`src/rtl/lbdr_route_ctrl.sv`:
```
// LBDR route computation for one router input port: routes a packet's header and holds the port until its tail.
// Optional build macro LBDR_DEROUTE_EN adds cfg_dr and sends unroutable headers to that fallback port.
module lbdr_route_ctrl #(
    parameter int unsigned      ADDR_W  = 4,
    parameter int unsigned      FID_W   = 3,
    parameter logic [FID_W-1:0] HDR_ID  = 3'b001,
    parameter logic [FID_W-1:0] BODY_ID = 3'b010,
    parameter logic [FID_W-1:0] TAIL_ID = 3'b100,
    parameter int unsigned      LEN_W   = 8
) (
    input  logic              clk,
    input  logic              rst,
    input  logic              cfg_load,
    input  logic [7:0]        cfg_rxy,
    input  logic [3:0]        cfg_cx,
    input  logic [ADDR_W-1:0] cfg_cur_addr,
`ifdef LBDR_DEROUTE_EN
    input  logic [1:0]        cfg_dr,
`endif
    input  logic              flit_valid,
    output logic              flit_ready,
    input  logic [FID_W-1:0]  flit_id,
    input  logic [ADDR_W-1:0] dst_addr,
    input  logic              sa_stall,
    output logic [4:0]        port_req,
    output logic              pkt_active,
    output logic [LEN_W-1:0]  pkt_len,
    output logic              err
);

    localparam int unsigned      HW      = ADDR_W / 2;
    localparam logic [LEN_W-1:0] LEN_MAX = '1;
    localparam logic [LEN_W-1:0] LEN_ONE = LEN_W'(1);

    typedef enum logic {
        IDLE   = 1'b0,
        ACTIVE = 1'b1
    } state_e;

    state_e             state_q, state_d;
    logic [4:0]         port_req_q, port_req_d;
    logic [LEN_W-1:0]   pkt_len_q, pkt_len_d;
    logic               err_q, err_d;

    logic [7:0]         rxy_q;
    logic [3:0]         cx_q;
    logic [ADDR_W-1:0]  cur_q;
`ifdef LBDR_DEROUTE_EN
    logic [1:0]         dr_q;
`endif

    // Config is frozen while a packet is in flight so the held route stays coherent.
    always_ff @(posedge clk) begin
        if (rst || (cfg_load && state_q == IDLE)) begin
            rxy_q <= cfg_rxy;
            cx_q  <= cfg_cx;
            cur_q <= cfg_cur_addr;
`ifdef LBDR_DEROUTE_EN
            dr_q  <= cfg_dr;
`endif
        end
    end

    logic [HW-1:0] x_cur, y_cur, x_dst, y_dst;
    logic          n1, s1, e1, w1;
    logic          rsw, rse, rws, rwn, res, ren, rnw, rne;
    logic          cs, cw, ce, cn;
    logic          rn, re, rw, rs, rl;
    logic [4:0]    route;

    assign x_cur = cur_q[HW-1:0];
    assign y_cur = cur_q[ADDR_W-1:HW];
    assign x_dst = dst_addr[HW-1:0];
    assign y_dst = dst_addr[ADDR_W-1:HW];

    assign n1 = y_dst < y_cur;
    assign s1 = y_cur < y_dst;
    assign e1 = x_cur < x_dst;
    assign w1 = x_dst < x_cur;

    assign {rsw, rse, rws, rwn, res, ren, rnw, rne} = rxy_q;
    assign {cs, cw, ce, cn} = cx_q;

    assign rn = ((n1 & ~e1 & ~w1) | (n1 & e1 & rne) | (n1 & w1 & rnw)) & cn;
    assign re = ((e1 & ~n1 & ~s1) | (e1 & n1 & ren) | (e1 & s1 & res)) & ce;
    assign rw = ((w1 & ~n1 & ~s1) | (w1 & n1 & rwn) | (w1 & s1 & rws)) & cw;
    assign rs = ((s1 & ~e1 & ~w1) | (s1 & e1 & rse) | (s1 & w1 & rsw)) & cs;
    assign rl = ~n1 & ~e1 & ~w1 & ~s1;

    // One-hot {L,S,W,E,N}; an all-zero result means the header is unroutable.
    always_comb begin
        route = '0;
        if (rl)      route[4] = 1'b1;
        else if (rn) route[0] = 1'b1;
        else if (re) route[1] = 1'b1;
        else if (rw) route[2] = 1'b1;
        else if (rs) route[3] = 1'b1;
`ifdef LBDR_DEROUTE_EN
        else begin
            case (dr_q)
                2'b00:   route[0] = cn;
                2'b01:   route[1] = ce;
                2'b10:   route[2] = cw;
                default: route[3] = cs;
            endcase
        end
`endif
    end

    logic accept, is_hdr, is_body, is_tail, unroutable;

    assign accept     = flit_valid & ~sa_stall;
    assign is_hdr     = flit_id == HDR_ID;
    assign is_body    = flit_id == BODY_ID;
    assign is_tail    = flit_id == TAIL_ID;
    assign unroutable = route == 5'b00000;

    always_ff @(posedge clk) begin
        if (rst) begin
            state_q    <= IDLE;
            port_req_q <= '0;
            pkt_len_q  <= '0;
            err_q      <= 1'b0;
        end else begin
            state_q    <= state_d;
            port_req_q <= port_req_d;
            pkt_len_q  <= pkt_len_d;
            err_q      <= err_d;
        end
    end

    always_comb begin
        state_d = state_q;
        if (accept) begin
            if (is_hdr)
                state_d = unroutable ? IDLE : ACTIVE;
            else if (is_tail && state_q == ACTIVE)
                state_d = IDLE;
        end
    end

    always_comb begin
        port_req_d = port_req_q;
        pkt_len_d  = pkt_len_q;
        err_d      = 1'b0;
        if (accept) begin
            if (is_hdr) begin
                port_req_d = route;
                pkt_len_d  = unroutable ? '0 : LEN_ONE;
                err_d      = unroutable | (state_q == ACTIVE);
            end else if (is_body) begin
                if (state_q == ACTIVE) begin
                    if (pkt_len_q != LEN_MAX)
                        pkt_len_d = pkt_len_q + LEN_ONE;
                end else begin
                    err_d = 1'b1;
                end
            end else if (is_tail) begin
                if (state_q == ACTIVE) begin
                    port_req_d = '0;
                    pkt_len_d  = '0;
                end else begin
                    err_d = 1'b1;
                end
            end else begin
                err_d = 1'b1;
            end
        end
    end

    assign flit_ready = ~sa_stall;
    assign port_req   = port_req_q;
    assign pkt_active = state_q == ACTIVE;
    assign pkt_len    = pkt_len_q;
    assign err        = err_q;

endmodule
```
`config.mk`:
```
export PLATFORM = sky130hd
export DESIGN_NAME = lbdr_route_ctrl
export DESIGN_NICKNAME = d
export VERILOG_FILES = /design/src/rtl/lbdr_route_ctrl.sv
export SDC_FILE = /design/constraint.sdc
export NUM_CORES = 1
export LEC_CHECK = 0
export CAP_MARGIN = 30
export CORE_MARGIN = 2
export CORE_UTILIZATION = 46
export CTS_CLUSTER_SIZE = 20
export DETAILED_ROUTE_END_ITERATION = 6
export PLACE_DENSITY = 0.88
export SLEW_MARGIN = 10
export SYNTH_ARGS = -nofsm -noshare
export SYNTH_HDL_FRONTEND = slang
export SYNTH_SLANG_ARGS = --single-unit
```
`constraint.sdc`:
```
create_clock -name clk -period 2.65 [get_ports clk]
set_input_delay 0.53 -clock clk [delete_from_list [all_inputs] [get_ports clk]]
set_output_delay 0.53 -clock clk [all_outputs]
set_load 0.01 [all_outputs]
```
==> impl_metrics.py <==
metrics = {
    "min_path": {
        "hold_path_class": "reg -> reg",
    },
    "detailed_routing": {
        "ant_nets": 0,
        "drt-pass1-iter-count": 4,
        "wirelength_microns": 3209,
        "vias_per_cell": 5.155,
        "drt_iter0_drc": 53,
        "routedWlPerCell_microns": 13.77,
        "vias": 1201,
        "drc": 0,
    },
    "timing": {
        "rsz0062_at_grt": "false",
        "worst_pin_slew_ns": 0.6378,
        "setup_viol": 0,
        "holdWs_ns": 0.4599,
        "worst_clock_skew_ns": 0.005819,
        "fmax_mhz": 420.0,
        "fin_ws_ns": 0.2693,
        "finalHoldViolCount": 0,
        "slew_headroom": 0.5748,
        "min_period_ns": 2.381,
        "tns_ns": 0,
        "slew_violations": 0,
        "min_period_over_period": 0.8984,
    },
    "pwr": {
        "pwr_density_cell_nw_per_um2": 509.4,
        "p_leak_nw": 0.7232,
        "peakVddDrop_mv": 0.3454,
        "finalPower_mw": 1.038,
    },
    "logic_synthesis": {
        "synth.net_count": 168,
        "avgSynthCellArea_sq_um": 10.70,
        "synth-seq-cells": 31,
        "synth_area_leaders": "edfxtp_1 33%, dfxtp_1 21%, ha_1 4.3%, nor2_1 3.9%, xnor2_1 3.6%",
        "synth_largest_area_cell": "edfxtp_1",
        "synthCells": 135,
        "ys_seq_area_frac": 0.5403,
        "synth-async-reset-ratio": 0,
        "yosysWarnings": 0,
        "synth_edf_count": 16,
        "yosys.area.top_type_share": 0.3325,
        "synth_ff_type": "edfxtp_1",
        "synth_area_sq_um": 1445,
        "ys_types": 38,
    },
    "placement": {
        "io_buffers": 43,
        "place_area_sq_um": 1961,
        "post-place-ws_ns": -0.08409,
        "dp_cells": 225,
        "dpl.hpwl_microns": 2451,
        "place.gp.congestion": 0.7819,
    },
    "floorplanning": {
        "start_util": 0.4773,
        "rows": 20,
        "dieArea_sq_um": 3606,
        "core_sq_um": 3028,
        "pin_count": 44,
        "die_h_microns": 60.05,
        "die_w_microns": 60.05,
    },
    "layout": {
        "stdcell_count": 233,
        "fin_nets": 221,
        "final_cell_area_sq_um": 2037,
        "final_cell_mix": "43 x clkdlybuf4s50_1, 16 x edfxtp_1, 15 x nor2_1, 15 x dfxtp_1, 11 x nand2_1",
        "layout_commonest_cell": "clkdlybuf4s50_1",
        "n_antenna_cell": 0,
        "drive_above_1_share": 0.1005,
        "fin_util": 0.6727,
        "area_delta_synth_final_pct": 40.95,
    },
    "grt": {
        "track_usage": 0.2017,
        "gr-total-overflow": 0,
        "grt_pass1_wl_microns": 5237,
        "grt_antenna_before_repair": 0,
        "grt_max_degree": 17,
        "grt_pass1_vias": 1165,
    },
    "status": {
        "outcome": "complete, no violations",
    },
    "clocking": {
        "clk_latency_ns": 0.33,
        "h-tree-depth": 2,
        "cts_buffer_depth": 2,
        "cts_resized": 0,
        "cts_tree": "done",
        "cts-buffers-inserted": 5,
        "postCtsHoldBufs": 0,
        "clockRootBuffer": "clkbuf_4",
        "clk_pin_slew_ns": 0.09,
        "clock_sinks": 31,
        "postCtsSetupBuffers": 0,
    },
    "critical_path": {
        "start_kind": "input pin",
        "critPathMaxFanout": 5,
        "end_kind": "register",
        "critical_path_class": "in -> reg",
        "cp.arrival_ns": 2.61,
        "required_ns": 2.88,
    },
    "job": {
        "maxCapViolCount": 0,
    },
}
-- power breakdown --
part	internal, mW	switching [mW]
clock	0.194	0.157
combinational	0.0861	0.0682
sequential	0.525	0.00702
-- synthesized netlist by cell type, types with 2 or more instances --
master	number
nor2_1	15
nor2b_1	2
edfxtp_1	16
o311a_1	2
nand4_1	2
dfxtp_1	15
or2_2	2
nor3_1	4
nand2b_1	2
ha_1	5
inv_1	7
xnor2_1	6
nand2_1	11
o21ai_0	5
nand3b_1	2
nor3b_1	3
o22ai_1	2
o31ai_1	3
nand3_1	4
nor4_1	2
a21oi_1	7
o2111ai_1	2
-- metal layers --
layer,vias up,GRT usage,part of all wire
met5,-,0,0
li1,602,-,-
met4,0,0.07619,0.018
met2,39,0.3618,0.51
met3,5,0.05411,0.054
met1,555,0.2258,0.41
-- registers in the layout, summed over array words and instances, names as in the netlist --
register / flops
pkt_len: 8
rxy_q: 8
port_req: 5
cur_q: 4
cx_q: 4
err: 1
pkt_active: 1
-- kinds of logic after synthesis --
logic type | Yosys count | share of synthesized area
xor+xnor | 7 | 0.04243
buf+inv | 9 | 0.02337
flops | 31 | 0.5403
simple gates | 55 | 0.2017
mux | 1 | 0.006927
fa+ha+maj | 5 | 0.04329
compound gates | 27 | 0.1420
-- final timing paths --
| kind | start | end | slack [ns] | depth (start not counted) |
|---|---|---|---|---|
| setup reg to reg | cur_q[3]$_DFFE_PP_ | err$_SDFF_PP0_ | 0.56 | 6 |
| hold / removal | port_req[0]$_SDFFE_PP0P_ | port_req[0]$_SDFFE_PP0P_ | 0.46 | 2 |
| setup / recovery | dst_addr[3] | err$_SDFF_PP0_ | 0.27 | 8 |
| hold reg to reg | port_req[0]$_SDFFE_PP0P_ | port_req[0]$_SDFFE_PP0P_ | 0.46 | 2 |
-- layout make-up --
class                      instances  area [sq um]
inverter                           7         26.28
tap                               44         55.05
multi-input combinational         95         630.6
fill                             245         991.0
clock inverter                     3         38.79
sequential                        31         780.7
clock buffer                       5         37.54
timing repair buffer              48         467.9
-- worst max-delay path, cell delays in order --
cell and delay [ns]:
clkdlybuf4s50_1 0.45, inv_1 0.04, ha_1 0.30, and2b_1 0.20, o21ai_0 0.14, or4b_4 0.48, o2111a_2 0.18, o311a_1 0.29
(Power assumes the default switching activity.)
